==> config.mk <==
export PLATFORM = sky130hd
export DESIGN_NAME = acc_scanline_irq
export DESIGN_NICKNAME = d
export VERILOG_FILES = /design/src/rtl/acc_irq_pkg.sv /design/src/rtl/acc_a12_edge.sv /design/src/rtl/acc_scanline_irq.sv
export SDC_FILE = /design/constraint.sdc
export NUM_CORES = 1
export LEC_CHECK = 0
export BUFFER_PORTS_ARGS = -buffer_cell sky130_fd_sc_hd__buf_2
export CAP_MARGIN = 20
export CORE_MARGIN = 8
export CORE_UTILIZATION = 50
export CTS_BUF_LIST = sky130_fd_sc_hd__clkbuf_16
export CTS_CLUSTER_DIAMETER = 200
export DETAILED_ROUTE_END_ITERATION = 8
export PLACE_DENSITY = 0.76
export SLEW_MARGIN = 15
export SYNTH_ARGS = -nofsm -noshare
export SYNTH_HDL_FRONTEND = slang
export SYNTH_SLANG_ARGS = --single-unit
export TNS_END_PERCENT = 1
==> constraint.sdc <==
create_clock -name clk -period 5.7 [get_ports clk]
set_input_delay 0.855 -clock clk [delete_from_list [all_inputs] [get_ports clk]]
set_output_delay 0.855 -clock clk [all_outputs]
set_load 0.05 [all_outputs]
==> src/rtl/acc_irq_pkg.sv <==
// Shared definitions for the Acclaim MC-ACC scanline IRQ engine.
//   - register indices decoded from {cpu.addr[15:13], cpu.addr[0]}
//   - save-state bus structure and per-block offsets
//   - packed layout of the status byte exposed at save-state offset 2
package acc_irq_pkg;

  localparam int unsigned SST_AW = 10;

  typedef enum logic [3:0] {
    REG_LATCH  = 4'hC,
    REG_RELOAD = 4'hD,
    REG_DIS    = 4'hE,
    REG_EN     = 4'hF
  } acc_reg_e;

  localparam logic [1:0] SST_OFF_LATCH = 2'd0;
  localparam logic [1:0] SST_OFF_CNT   = 2'd1;
  localparam logic [1:0] SST_OFF_STAT  = 2'd2;
  localparam logic [1:0] SST_OFF_SYNC  = 2'd3;

  typedef struct packed {
    logic              act;
    logic              we_reg;
    logic [SST_AW-1:0] addr;
    logic [7:0]        dato;
  } SSTBus;

  typedef struct packed {
    logic       m2_seen;
    logic       rsvd;
    logic       irq_pend;
    logic       irq_en;
    logic       reload;
    logic [2:0] pre;
  } acc_stat_t;

endpackage

==> src/rtl/acc_a12_edge.sv <==
// PPU A12 synchronizer and falling-edge detector, with an optional M2 filter.
// Build option: define ACC_IRQ_M2FILT_EN to accept a fall only when a
// synchronized cpu_m2 rising edge has occurred since the last accepted fall.
// Ports:
//   clk_i, rst_ni    clock, synchronous active-low reset
//   hold_i           freezes all flops and suppresses a12_fall_o (save-state active)
//   a12_i, m2_i      raw PPU A12 and CPU M2 (asynchronous)
//   seen_we_i/di_i   save-state load of the "m2 seen" flag
//   a12_fall_o       one-clk pulse per accepted A12 falling edge
//   sync_o           {prev, s1, s0}
//   m2_seen_o        current "m2 seen" flag (0 when the filter is not built)
module acc_a12_edge (
  input  logic       clk_i,
  input  logic       rst_ni,
  input  logic       hold_i,
  input  logic       a12_i,
  input  logic       m2_i,
  input  logic       seen_we_i,
  input  logic       seen_di_i,
  output logic       a12_fall_o,
  output logic [2:0] sync_o,
  output logic       m2_seen_o
);

  logic s0_q, s1_q, prev_q;
  logic fall_raw;

  always_ff @(posedge clk_i) begin
    if (!rst_ni) begin
      s0_q   <= 1'b0;
      s1_q   <= 1'b0;
      prev_q <= 1'b0;
    end else if (!hold_i) begin
      s0_q   <= a12_i;
      s1_q   <= s0_q;
      prev_q <= s1_q;
    end
  end

  assign fall_raw = prev_q & ~s1_q & ~hold_i;
  assign sync_o   = {prev_q, s1_q, s0_q};

`ifdef ACC_IRQ_M2FILT_EN
  logic m0_q, m1_q, mprev_q, seen_q;
  logic m2_rise;

  assign m2_rise = m1_q & ~mprev_q;

  always_ff @(posedge clk_i) begin
    if (!rst_ni) begin
      m0_q    <= 1'b0;
      m1_q    <= 1'b0;
      mprev_q <= 1'b0;
      seen_q  <= 1'b1;
    end else if (hold_i) begin
      if (seen_we_i) seen_q <= seen_di_i;
    end else begin
      m0_q    <= m2_i;
      m1_q    <= m0_q;
      mprev_q <= m1_q;
      // an M2 rise coincident with an accepted fall is consumed by that fall
      if (fall_raw && (seen_q || m2_rise)) seen_q <= 1'b0;
      else if (m2_rise)                    seen_q <= 1'b1;
    end
  end

  assign a12_fall_o = fall_raw & (seen_q | m2_rise);
  assign m2_seen_o  = seen_q;
`else
  logic unused_m2;
  assign unused_m2  = ^{m2_i, seen_we_i, seen_di_i};
  assign a12_fall_o = fall_raw;
  assign m2_seen_o  = 1'b0;
`endif

endmodule

==> src/rtl/acc_scanline_irq.sv <==
// Scanline IRQ engine for the Acclaim MC-ACC variant of mapper 4.
// PPU A12 falling edges feed a 2^PRE_BITS prescaler that clocks an 8-bit
// down-counter with reload latch; reaching zero while enabled raises irq.
// Build option: ACC_IRQ_M2FILT_EN (M2-qualified A12 edges, see acc_a12_edge).
// Ports:
//   clk, map_rst_n     clock, synchronous active-low reset
//   decode_en          one-clk CPU write strobe
//   reg_addr           {cpu.addr[15:13], cpu.addr[0]}
//   cpu_data           CPU write data
//   cpu_m2, ppu_a12    raw CPU M2 / PPU A12
//   sst                save-state bus
//   irq                level IRQ request (registered)
//   sst_ce, sst_do     save-state address hit and read data
module acc_scanline_irq
  import acc_irq_pkg::*;
#(
  parameter int unsigned SST_BASE = 16,
  parameter int unsigned PRE_BITS = 3
) (
  input  logic       clk,
  input  logic       map_rst_n,
  input  logic       decode_en,
  input  logic [3:0] reg_addr,
  input  logic [7:0] cpu_data,
  input  logic       cpu_m2,
  input  logic       ppu_a12,
  input  SSTBus      sst,
  output logic       irq,
  output logic       sst_ce,
  output logic [7:0] sst_do
);

  logic [7:0]          latch_q, latch_d;
  logic [7:0]          cnt_q, cnt_d, cnt_nx;
  logic [PRE_BITS-1:0] pre_q, pre_d;
  logic                reload_q, reload_d;
  logic                en_q, en_d;
  logic                pend_q, pend_d;

  logic              a12_fall, tick, m2_seen;
  logic [2:0]        sync_st;
  logic [SST_AW-1:0] sst_off_full;
  logic [1:0]        sst_off;
  logic              sst_wr, cpu_wr;
  acc_stat_t         stat;
  logic              unused_sst;

  // Wrapping subtraction makes addresses below the base land out of range.
  assign sst_off_full = sst.addr - SST_AW'(SST_BASE);
  assign sst_ce       = (sst_off_full < SST_AW'(4));
  assign sst_off      = sst_off_full[1:0];
  assign sst_wr       = sst.act & sst.we_reg & sst_ce;
  assign cpu_wr       = decode_en & ~sst.act;
  assign unused_sst   = sst.dato[6];

  acc_a12_edge u_edge (
    .clk_i      (clk),
    .rst_ni     (map_rst_n),
    .hold_i     (sst.act),
    .a12_i      (ppu_a12),
    .m2_i       (cpu_m2),
    .seen_we_i  (sst_wr && (sst_off == SST_OFF_STAT)),
    .seen_di_i  (sst.dato[7]),
    .a12_fall_o (a12_fall),
    .sync_o     (sync_st),
    .m2_seen_o  (m2_seen)
  );

  assign tick = a12_fall & (pre_q == '1);

  always_comb begin
    stat          = '0;
    stat.m2_seen  = m2_seen;
    stat.irq_pend = pend_q;
    stat.irq_en   = en_q;
    stat.reload   = reload_q;
    stat.pre      = 3'(pre_q);
  end

  always_comb begin
    sst_do = '0;
    if (sst_ce) begin
      case (sst_off)
        SST_OFF_LATCH: sst_do = latch_q;
        SST_OFF_CNT:   sst_do = cnt_q;
        SST_OFF_STAT:  sst_do = stat;
        default:       sst_do = {5'b0, sync_st};
      endcase
    end
  end

  always_comb begin
    latch_d  = latch_q;
    cnt_d    = cnt_q;
    cnt_nx   = cnt_q;
    pre_d    = pre_q;
    reload_d = reload_q;
    en_d     = en_q;
    pend_d   = pend_q;
    if (sst_wr) begin
      case (sst_off)
        SST_OFF_LATCH: latch_d = sst.dato;
        SST_OFF_CNT:   cnt_d   = sst.dato;
        SST_OFF_STAT: begin
          pend_d   = sst.dato[5];
          en_d     = sst.dato[4];
          reload_d = sst.dato[3];
          pre_d    = PRE_BITS'(sst.dato[2:0]);
        end
        default: ;
      endcase
    end else if (!sst.act) begin
      if (a12_fall) pre_d = pre_q + PRE_BITS'(1);
      // A reload write in the tick cycle discards the tick entirely; the
      // counter loads latch_q so a same-cycle latch write is not yet visible.
      if (tick && !(cpu_wr && reg_addr == REG_RELOAD)) begin
        if (cnt_q == 8'd0 || reload_q) begin
          cnt_nx   = latch_q;
          reload_d = 1'b0;
        end else begin
          cnt_nx = cnt_q - 8'd1;
        end
        cnt_d = cnt_nx;
        if (cnt_nx == 8'd0 && en_q) pend_d = 1'b1;
      end
      if (cpu_wr) begin
        case (reg_addr)
          REG_LATCH:  latch_d = cpu_data;
          REG_RELOAD: begin
            reload_d = 1'b1;
            pre_d    = '0;
          end
          REG_DIS: begin
            en_d   = 1'b0;
            pend_d = 1'b0;
          end
          REG_EN:     en_d = 1'b1;
          default: ;
        endcase
      end
    end
  end

  always_ff @(posedge clk) begin
    if (!map_rst_n) begin
      latch_q  <= '0;
      cnt_q    <= '0;
      pre_q    <= '0;
      reload_q <= 1'b0;
      en_q     <= 1'b0;
      pend_q   <= 1'b0;
    end else begin
      latch_q  <= latch_d;
      cnt_q    <= cnt_d;
      pre_q    <= pre_d;
      reload_q <= reload_d;
      en_q     <= en_d;
      pend_q   <= pend_d;
    end
  end

  assign irq = pend_q;

endmodule

==> results of run 1 <==
==> layout make-up <==
| class | count | area share |
|---|---|---|
| clock inverters | 1 | 0.00235 |
| flip-flops and latches | 25 | 0.235 |
| multi-input cells | 174 | 0.576 |
| repair buffers | 46 | 0.109 |
| inverters | 8 | 0.0141 |
| clock buffers | 3 | 0.0352 |
| well taps | 48 | 0.0282 |
==> worst max-delay path, stage by stage <==
cell,delay [ns]
buf_2,0.09
or4_4,0.56
or3_1,0.72
nor3b_2,0.65
or2_1,0.41
o221a_1,0.24
==> metrics by stage <==
stage | util | setup WS (ns) | power (mW) | hold slack, ns
CTS | 0.591 | 2.36 | 0.376 | 0.519
floorplan | - | 1.85 | 0.202 | 0.476
global placement | 0.569 | 2.16 | 0.219 | 0.508
detailed placement | 0.569 | 2.12 | 0.220 | 0.510
global route | 0.591 | 2.20 | 0.384 | 0.545
finish | 0.591 | 2.36 | 0.376 | 0.522
==> logic make-up after synthesis <==
kind of cell    synth area share
compound gates             0.251
xor+xnor                  0.0142
fa+ha+maj                 0.0270
buf+inv                   0.0681
flops                      0.270
mux                        0.100
simple gates               0.270
==> per-layer routing <==
layer | GRT usage | wire length [µm] | vias up
met4 | 0.0462 | 87 | 0
met1 | 0.213 | 2350 | 917
met5 | 0 | 0 | -
met3 | 0.0396 | 338 | 7
li1 | - | - | 920
met2 | 0.326 | 2780 | 67
==> worst max path at each step <==
stage	start	to	slack, ns	depth (start not counted)
6_report	sst[13]	cnt_q[5]	2.36	6
3_3_place_gp	sst[13]	cnt_q[5]	2.16	6
2_1_floorplan	sst[13]	sst_do[6]	1.85	4
5_1_grt	sst[13]	cnt_q[4]	2.20	6
4_1_cts	sst[13]	cnt_q[5]	2.36	6
3_5_place_dp	sst[13]	cnt_q[5]	2.12	6
==> cell usage after synthesis (all sizes together) (2+ instances only) <==
| cell | n | area share |
|---|---|---|
| dfxtp | 25 | 0.27 |
| nand2 | 25 | 0.051 |
| nor2 | 22 | 0.045 |
| a311oi | 11 | 0.055 |
| nor3 | 11 | 0.030 |
| mux2i | 10 | 0.054 |
| a21oi | 9 | 0.024 |
| clkbuf | 8 | 0.016 |
| buf | 7 | 0.036 |
| inv | 7 | 0.014 |
| o21ai | 7 | 0.019 |
| o211ai | 6 | 0.024 |
| nand3 | 5 | 0.013 |
| nor2b | 5 | 0.017 |
| or4 | 5 | 0.026 |
| ha | 4 | 0.027 |
| o211a | 4 | 0.022 |
| o31ai | 4 | 0.026 |
| a211oi | 3 | 0.012 |
| and2 | 3 | 0.010 |
| mux4 | 3 | 0.038 |
| or2 | 3 | 0.010 |
| and4 | 2 | 0.011 |
| nor3b | 2 | 0.011 |
| nor4 | 2 | 0.0067 |
| o21a | 2 | 0.0081 |
| o31a | 2 | 0.010 |
| o32ai | 2 | 0.0094 |
| or3 | 2 | 0.0067 |
| xnor2 | 2 | 0.0094 |
==> power groups by stage <==
stage	sequential [mW]	combinational [mW]	clock, mW
2_1_floorplan	0.182	0.0207	0
3_3_place_gp	0.182	0.0367	0
3_5_place_dp	0.182	0.0375	0
4_1_cts	0.178	0.0376	0.160
5_1_grt	0.178	0.0414	0.165
6_report	0.178	0.0379	0.160
==> flow_metrics.env, run 1 <==
export IMPL_synthesis_nets=263
export IMPL_ys_ff_latch=25
export IMPL_post_route_period_util=0.586
export IMPL_crit_type="in -> reg"
export IMPL_synth_main_ff_cell="dfxtp_1"
export IMPL_grt_pass1_wl_mm=8.98
export IMPL_switchingPower_uw=87.6
export IMPL_drc=0
export IMPL_antenna_cells=0
export IMPL_p_seq_frac=0.474
export IMPL_slew_headroom=0.479
export IMPL_clk_pin_slew_ns=0.07
export IMPL_reg2reg_slack_ns=2.96
export IMPL_dpl_instance_area_um2=2050
export IMPL_vias=1911
export IMPL_cts_hold_buf=0
export IMPL_area_growth_synth_to_final_pct=14.9
export IMPL_cp_start_kind="primary input"
export IMPL_r2r_start="cnt_q[0]"
export IMPL_clock_path_buffers=2
export IMPL_layout_min_cycle_time_ns=3.34
export IMPL_switching_share=0.233
export IMPL_path_max_fanout=19
export IMPL_grt_max_degree=20
export IMPL_final_max_slew_violation_count=0
export IMPL_synth_edff_count=0
export IMPL_syn_area_um2=1860
export IMPL_multi_input_area_um2=1230
export IMPL_grt_pass1_vias=1833
export IMPL_power_density_nw_per_um2=176
export IMPL_drt_wl_total_mm=5.56
export IMPL_firstDrtPassIters=4
export IMPL_cts_sinks=25
export IMPL_min_to="pre_q[0]"
export IMPL_worst_slew_pin_slew_ns=0.781
export IMPL_fmax_mhz=300
export IMPL_cts_setup_buffers=0
export IMPL_hpwl_mm=3.96
export IMPL_syn_area_per_cell_um2=8.36
export IMPL_whs_path_depth=2
export IMPL_status="finished clean"
export IMPL_ys_seq_area_frac=0.270
export IMPL_track_usage=0.183
export IMPL_row_count=22
export IMPL_dieArea_um2=5920
export IMPL_crit_arrival_ns=3.55
export IMPL_ios=47
export IMPL_synthDistinctLibCells=59
export IMPL_fin_skew_ns=0.00693
export IMPL_core_region_area_um2=3610
export IMPL_leakagePower_nw=0.893
export IMPL_async_reset_ff_frac=0
export IMPL_mostFrequentLayoutCell="buf_2"
export IMPL_cts_root_buffer="clkbuf_16"
export IMPL_finalSetupViolations=0
export IMPL_start_util=0.515
export IMPL_grt_overflow_total=0
export IMPL_clkLatencyLatePin_ns=0.26
export IMPL_dp_cells=301
export IMPL_cts_inserted_buffers=3
export IMPL_stdcell_count=305
export IMPL_fin_setup_tns_ns=0
export IMPL_die_h_um=76.9
export IMPL_antenna_found_initial=0
export IMPL_postLayoutCellArea_um2=2130
export IMPL_reg_top3="cnt_q x8, latch_q x8, pre_q x3"
export IMPL_vias_per_cell=6.27
export IMPL_synthCells=222
export IMPL_numPortBuffers=45
export IMPL_clockPowerShare=0.425
export IMPL_cts_tree="done"
export IMPL_drt_iter0_drc=145
export IMPL_die_x_um=76.9
export IMPL_cap_violations=0
export IMPL_drive_gt1_frac=0.261
export IMPL_p_comb_frac=0.101
export IMPL_rsz0062_at_grt="no"
export IMPL_seqCellArea_um2=500
export IMPL_fillers=349
export IMPL_layout_common_cells="45 x buf_2, 25 x nand2_1, 25 x dfxtp_1"
export IMPL_required_ns=5.91
export IMPL_cts_resized=0
export IMPL_ys_warn_count=0
export IMPL_globalplace_congestion=0.897
export IMPL_holdCritPathClass="reg -> reg"
export IMPL_reg2reg_depth=7
export IMPL_min_from="pre_q[0]"
export IMPL_wl_per_cell_um=18.2
export IMPL_vdd_drop_max_uv=172
export IMPL_ant_nets=0
export IMPL_r2r_end="irq"
export IMPL_nets=299
export IMPL_htreeDepth=1
export IMPL_cp_end_kind="flip-flop"
export IMPL_p_int_uw=289
export IMPL_hold_viol_final=0
(Power assumes the default switching activity.)
==> inputs of run 2 (changes only) <==
==> constraint.sdc (replaced) <==
create_clock -name clk -period 3.3 [get_ports clk]
set_input_delay 0.495 -clock clk [delete_from_list [all_inputs] [get_ports clk]]
set_output_delay 0.495 -clock clk [all_outputs]
set_load 0.05 [all_outputs]
==> flow_metrics.env, run 2 (same netlist as run 1, synthesis figures left out) <==
export IMPL_status="finished clean"
export IMPL_cap_violations=0
export IMPL_cts_root_buffer="clkbuf_16"
export IMPL_grt_busiest_layer="met2"
export IMPL_clkLatencyLatePin_ns=0.26
export IMPL_switchingPower_uw=148
export IMPL_drt_wl_total_mm=5.43
export IMPL_globalplace_congestion=0.883
export IMPL_cp_end_kind="flip-flop"
export IMPL_row_count=22
export IMPL_dieArea_um2=5920
export IMPL_grtUsageMet3=0.0373
export IMPL_ant_nets=0
export IMPL_worstPathCellList="inv_1 -> ha_1 -> or3b_2 -> o21a_1 -> mux2_4 -> or4_4 -> o31ai_2"
export IMPL_htreeDepth=1
export IMPL_cts_hold_buf=0
export IMPL_wl_per_cell_um=17.6
export IMPL_post_route_period_util=0.834
export IMPL_vias=1915
export IMPL_p_comb_frac=0.103
export IMPL_drt_iter0_drc=200
export IMPL_fmax_mhz=363
export IMPL_fin_setup_tns_ns=0
export IMPL_grtUsageMet2=0.304
export IMPL_antenna_found_initial=0
export IMPL_clock_path_buffers=2
export IMPL_layout_min_cycle_time_ns=2.75
export IMPL_cts_inserted_buffers=3
export IMPL_holdCritPathClass="in -> reg"
export IMPL_core_region_area_um2=3610
export IMPL_postLayoutCellArea_um2=2160
export IMPL_required_ns=3.48
export IMPL_crit_path_top_delay_cell="or3b_2"
export IMPL_rsz0062_at_grt="no"
export IMPL_area_growth_synth_to_final_pct=16.5
export IMPL_crit_arrival_ns=2.93
export IMPL_drc=0
export IMPL_fin_util=0.599
export IMPL_grt_max_degree=17
export IMPL_track_usage=0.176
export IMPL_grt_overflow_total=0
export IMPL_clk_pin_slew_ns=0.06
export IMPL_fin_skew_ns=0.00255
export IMPL_antenna_cells=0
export IMPL_fin_ws_ns=0.549
export IMPL_cp_start_kind="flip-flop"
export IMPL_reg2reg_depth=7
export IMPL_die_h_um=76.9
export IMPL_path_max_fanout=10
export IMPL_slew_headroom=0.698
export IMPL_crit_type="reg -> reg"
export IMPL_vdd_drop_max_uv=214
export IMPL_hpwl_mm=4.01
export IMPL_drive_gt1_frac=0.268
export IMPL_cts_setup_buffers=0
export IMPL_firstDrtPassIters=5
export IMPL_mostFrequentLayoutCell="buf_2"
export IMPL_dpl_instance_area_um2=2080
export IMPL_clockPowerShare=0.420
export IMPL_whs_path_depth=3
export IMPL_start_util=0.515
export IMPL_grt_pass1_vias=1728
export IMPL_numPortBuffers=45
export IMPL_die_x_um=76.9
export IMPL_globalRouteMet1Util=0.217
export IMPL_final_max_slew_violation_count=0
export IMPL_worst_slew_pin_slew_ns=0.452
export IMPL_p_int_uw=498
export IMPL_vias_per_cell=6.20
export IMPL_power_density_nw_per_um2=299
export IMPL_cts_resized=0
export IMPL_ios=47
export IMPL_switching_share=0.229
export IMPL_nets=303
export IMPL_grt_pass1_wl_mm=8.64
export IMPL_cts_tree="done"
export IMPL_finalSetupViolations=0
export IMPL_reg_top3="cnt_q x8, latch_q x8, pre_q x3"
export IMPL_slowest_delay_ns=0.51
export IMPL_p_seq_frac=0.477
export IMPL_cts_sinks=25
export IMPL_layout_common_cells="45 x buf_2, 25 x nand2_1, 25 x dfxtp_1"
export IMPL_hold_viol_final=0
export IMPL_leakagePower_nw=0.915
export IMPL_place_ws_ns=0.501
==> run 2: cell types whose count changed in the layout (fill, tap and decap cells not counted) <==
cell	change
buf_4	+4
inv_1	+1
clkinv_2	-1
==> run 2: worst paths after layout <==
kind	start	endpoint	slack (ns)
worst min-delay path	ppu_a12	u_edge.s0_q	0.47
worst min register to register	latch_q[4]	latch_q[4]	0.53
worst max register to register	cnt_q[0]	irq	0.55
worst max-delay path	cnt_q[0]	irq	0.55
==> run 2: cell type report <==
class	instances	area [µm²]
multi-input cells	174	1230
clock inverters	1	3.75
well taps	48	60.1
fillers	345	1450
clock buffers	3	75.1
inverters	8	30.0
repair buffers	50	263
flip-flops and latches	25	500
==> run 2: through the flow <==
stage | std cells | power (mW) | hold WS (ns)
2_1_floorplan | 222 | 0.349 | 0.476
3_3_place_gp | 305 | 0.379 | 0.508
3_5_place_dp | 305 | 0.381 | 0.514
4_1_cts | 309 | 0.645 | 0.477
5_1_grt | 309 | 0.668 | 0.498
6_report | 309 | 0.646 | 0.473
==> run 2: power groups by stage <==
| stage | sequential [mW] | combinational [mW] | clock, mW |
|---|---|---|---|
| finish | 0.308 | 0.0667 | 0.271 |
| global placement | 0.315 | 0.0644 | 0 |
| floorplan | 0.314 | 0.0357 | 0 |
| CTS | 0.308 | 0.0664 | 0.271 |
| detailed placement | 0.315 | 0.0662 | 0 |
| global route | 0.308 | 0.0727 | 0.287 |
==> run 2: worst max-delay path: cells and delay by family, from the launching register on <==
kind / cells / cell delay [ns]
and+or+nand+nor: 2 / 0.99
AOI/OAI and AO/OA: 2 / 0.58
DFF: 1 / 0.38
muxes: 1 / 0.37
adders and majority gates: 1 / 0.22
buffers and inverters: 1 / 0.14
==> run 2: routing by layer <==
metal / vias up / wire length, µm
li1: 921 / -
met1: 898 / 2270
met2: 88 / 2760
met3: 8 / 356
met4: 0 / 45
met5: - / 0
==> inputs of run 3 (changes only) <==
--- a/config.mk
+++ b/config.mk
@@ -5,10 +5,11 @@
 export SDC_FILE = /design/constraint.sdc
 export NUM_CORES = 1
 export LEC_CHECK = 0
+export ABC_AREA = 1
 export BUFFER_PORTS_ARGS = -buffer_cell sky130_fd_sc_hd__buf_2
 export CAP_MARGIN = 20
 export CORE_MARGIN = 8
-export CORE_UTILIZATION = 50
+export CORE_UTILIZATION = 48
 export CTS_BUF_LIST = sky130_fd_sc_hd__clkbuf_16
 export CTS_CLUSTER_DIAMETER = 200
 export DETAILED_ROUTE_END_ITERATION = 8
==> constraint.sdc (replaced) <==
create_clock -name clk -period 2.5 [get_ports clk]
set_input_delay 0.375 -clock clk [delete_from_list [all_inputs] [get_ports clk]]
set_output_delay 0.375 -clock clk [all_outputs]
set_load 0.05 [all_outputs]
==> flow_metrics.env, run 3 <==
export IMPL_synth_main_ff_cell="dfxtp_1"
export IMPL_stdcell_count=387
export IMPL_wl_per_cell_um=13.4
export IMPL_crit_buf_inv=3
export IMPL_clk_pin_slew_ns=0.07
export IMPL_synth_top_cells_by_area="dfxtp_1 28%, nand2_1 19%, o21ai_0 8.1%"
export IMPL_core_region_area_um2=3630
export IMPL_worstPathCellList="buf_2 -> nor2_2 -> nand2_1 -> o21ai_0 -> o21ai_0 -> inv_1 -> buf_2"
export IMPL_cap_violations=0
export IMPL_post_route_period_util=0.782
export IMPL_rsz0062_at_grt="no"
export IMPL_fin_setup_tns_ns=0
export IMPL_row_count=22
export IMPL_ys_seq_area_frac=0.278
export IMPL_globalplace_congestion=0.916
export IMPL_clock_path_buffers=2
export IMPL_grt_pass1_vias=1872
export IMPL_start_util=0.496
export IMPL_synthDistinctLibCells=28
export IMPL_area_growth_synth_to_final_pct=19.2
export IMPL_slew_headroom=0.681
export IMPL_slowest_delay_ns=0.40
export IMPL_leakagePower_nw=1.08
export IMPL_drc=0
export IMPL_fmax_mhz=511
export IMPL_numPortBuffers=45
export IMPL_track_usage=0.171
export IMPL_die_h_um=77.2
export IMPL_grt_pass1_wl_mm=8.49
export IMPL_ys_ff_latch=25
export IMPL_antenna_found_initial=0
export IMPL_ant_nets=0
export IMPL_ios=47
export IMPL_cp_end_kind="primary output"
export IMPL_crit_path_top_delay_cell="nor2_2"
export IMPL_crit_type="in -> out"
export IMPL_mostFrequentLayoutCell="nand2_1"
export IMPL_fin_skew_ns=0.00327
export IMPL_holdCritPathClass="in -> reg"
export IMPL_cts_inserted_buffers=3
export IMPL_power_density_nw_per_um2=413
export IMPL_syn_area_um2=1800
export IMPL_synth_edff_count=0
export IMPL_path_max_fanout=9
export IMPL_dieArea_um2=5970
export IMPL_grt_max_degree=24
export IMPL_cts_root_buffer="clkbuf_16"
export IMPL_syn_area_per_cell_um2=6.12
export IMPL_vias_per_cell=5.21
export IMPL_synthesis_nets=335
export IMPL_drt_wl_total_mm=5.19
export IMPL_synthCells=294
export IMPL_htreeDepth=1
export IMPL_drive_gt1_frac=0.204
export IMPL_firstDrtPassIters=5
export IMPL_layout_min_cycle_time_ns=1.96
export IMPL_yosys_top_cells_count="92 x nand2_1, 36 x inv_1, 29 x o21ai_0, 26 x nor2_1, 25 x dfxtp_1"
export IMPL_grt_overflow_total=0
export IMPL_cts_resized=0
export IMPL_cts_hold_buf=0
export IMPL_finalSetupViolations=0
export IMPL_fin_hold_ws_ns=0.371
export IMPL_vdd_drop_max_uv=250
export IMPL_crit_arrival_ns=1.58
export IMPL_synth_top_area_share=0.278
export IMPL_status="finished clean"
export IMPL_required_ns=2.12
export IMPL_worst_slew_pin_slew_ns=0.477
export IMPL_clkLatencyLatePin_ns=0.26
export IMPL_layout_common_cells="92 x nand2_1, 45 x buf_2, 36 x inv_1"
export IMPL_drt_iter0_drc=101
export IMPL_ys_warn_count=0
export IMPL_final_max_slew_violation_count=0
export IMPL_cp_start_kind="primary input"
export IMPL_cts_tree="done"
export IMPL_dp_cells=383
export IMPL_hold_viol_final=0
export IMPL_cts_setup_buffers=0
export IMPL_reg_top3="cnt_q x8, latch_q x8, pre_q x3"
export IMPL_synth_most_common_cell="nand2_1"
export IMPL_die_x_um=77.2
export IMPL_antenna_cells=0
export IMPL_hpwl_mm=4.09
export IMPL_cts_sinks=25
export IMPL_synth_top_area_cell="dfxtp_1"
export IMPL_vias=2017
export IMPL_async_reset_ff_frac=0
export IMPL_critical_path_top_delay_family="simple AND/OR/NAND/NOR gates"
export IMPL_nets=381
[run 3: cell count changes after synthesis, moves of 8 or more]
cell / change
a21oi_1: +8
a311oi_1: -10
a31oi_1: +10
inv_1: +29
mux2i_1: -10
nand2_1: +67
nand3_1: +13
nor3_1: -8
o21ai_0: +22
[run 3: area by class of cell]
| cell class | count | area [µm²] |
|---|---|---|
| well taps | 48 | 60.1 |
| flip-flops and latches | 25 | 500 |
| clock buffers | 3 | 75.1 |
| repair buffers | 48 | 248 |
| fillers | 394 | 1490 |
| multi-input cells | 223 | 1110 |
| clock inverters | 1 | 5.00 |
| inverters | 39 | 146 |
[run 3: cells by family (layout without fill, tap and decap cells)]
family / count (synthesis) / count (layout) / share of synthesized area
adder cells (fa/ha/maj): 4 / 4 / 0.0278
AO/OA/AOI/OAI: 69 / 69 / 0.230
flip-flops: 25 / 25 / 0.278
XOR/XNOR: 2 / 2 / 0.00973
AND/OR/NAND/NOR: 148 / 148 / 0.350
buffers and inverters: 46 / 91 / 0.104
[run 3: layer usage]
layer	GRT usage	up-vias	wire, µm
li1	-	1051	-
met1	0.213	878	2440
met5	0	-	0
met2	0.272	77	2270
met4	0.0755	0	141
met3	0.0396	11	330
[run 3: where the power goes]
group	internal (mW)	leakage (nW)	switching (mW)
sequential	0.408	0.203	0.00790
combinational	0.0429	0.831	0.0625
clock	0.216	0.0409	0.149
total	0.667	1.08	0.220
[run 3: per-stage QoR]
step	total power, mW	utilization	worst slack (ns)	instance area, µm²
6_report	0.887	0.591	0.545	2150
2_1_floorplan	0.483	-	0.461	1800
5_1_grt	0.921	0.591	0.446	2150
4_1_cts	0.888	0.591	0.543	2150
3_5_place_dp	0.529	0.569	0.489	2070
3_3_place_gp	0.528	0.569	0.518	2070
[run 3: worst paths after layout]
check                           cells past startpoint         end         from  slack [ns]
worst max-delay path                                7   sst_do[5]       sst[9]        0.54
worst min-delay path                                3  latch_q[7]  cpu_data[7]        0.37
worst max register to register                     12         irq     cnt_q[0]        0.68
worst min register to register                      2    cnt_q[6]     cnt_q[6]        0.52
[run 3: worst reg2reg max path, stage by stage (launching register included)]
cell and delay, ns:
dfxtp_1 0.34, inv_1 0.12, ha_1 0.17, nand2_1 0.11
o21ai_4 0.30, inv_2 0.09, nand2_1 0.08, nand2_1 0.06
nor2_1 0.14, nand3_1 0.12, nand2_1 0.08, nand2_1 0.05
a21oi_1 0.10
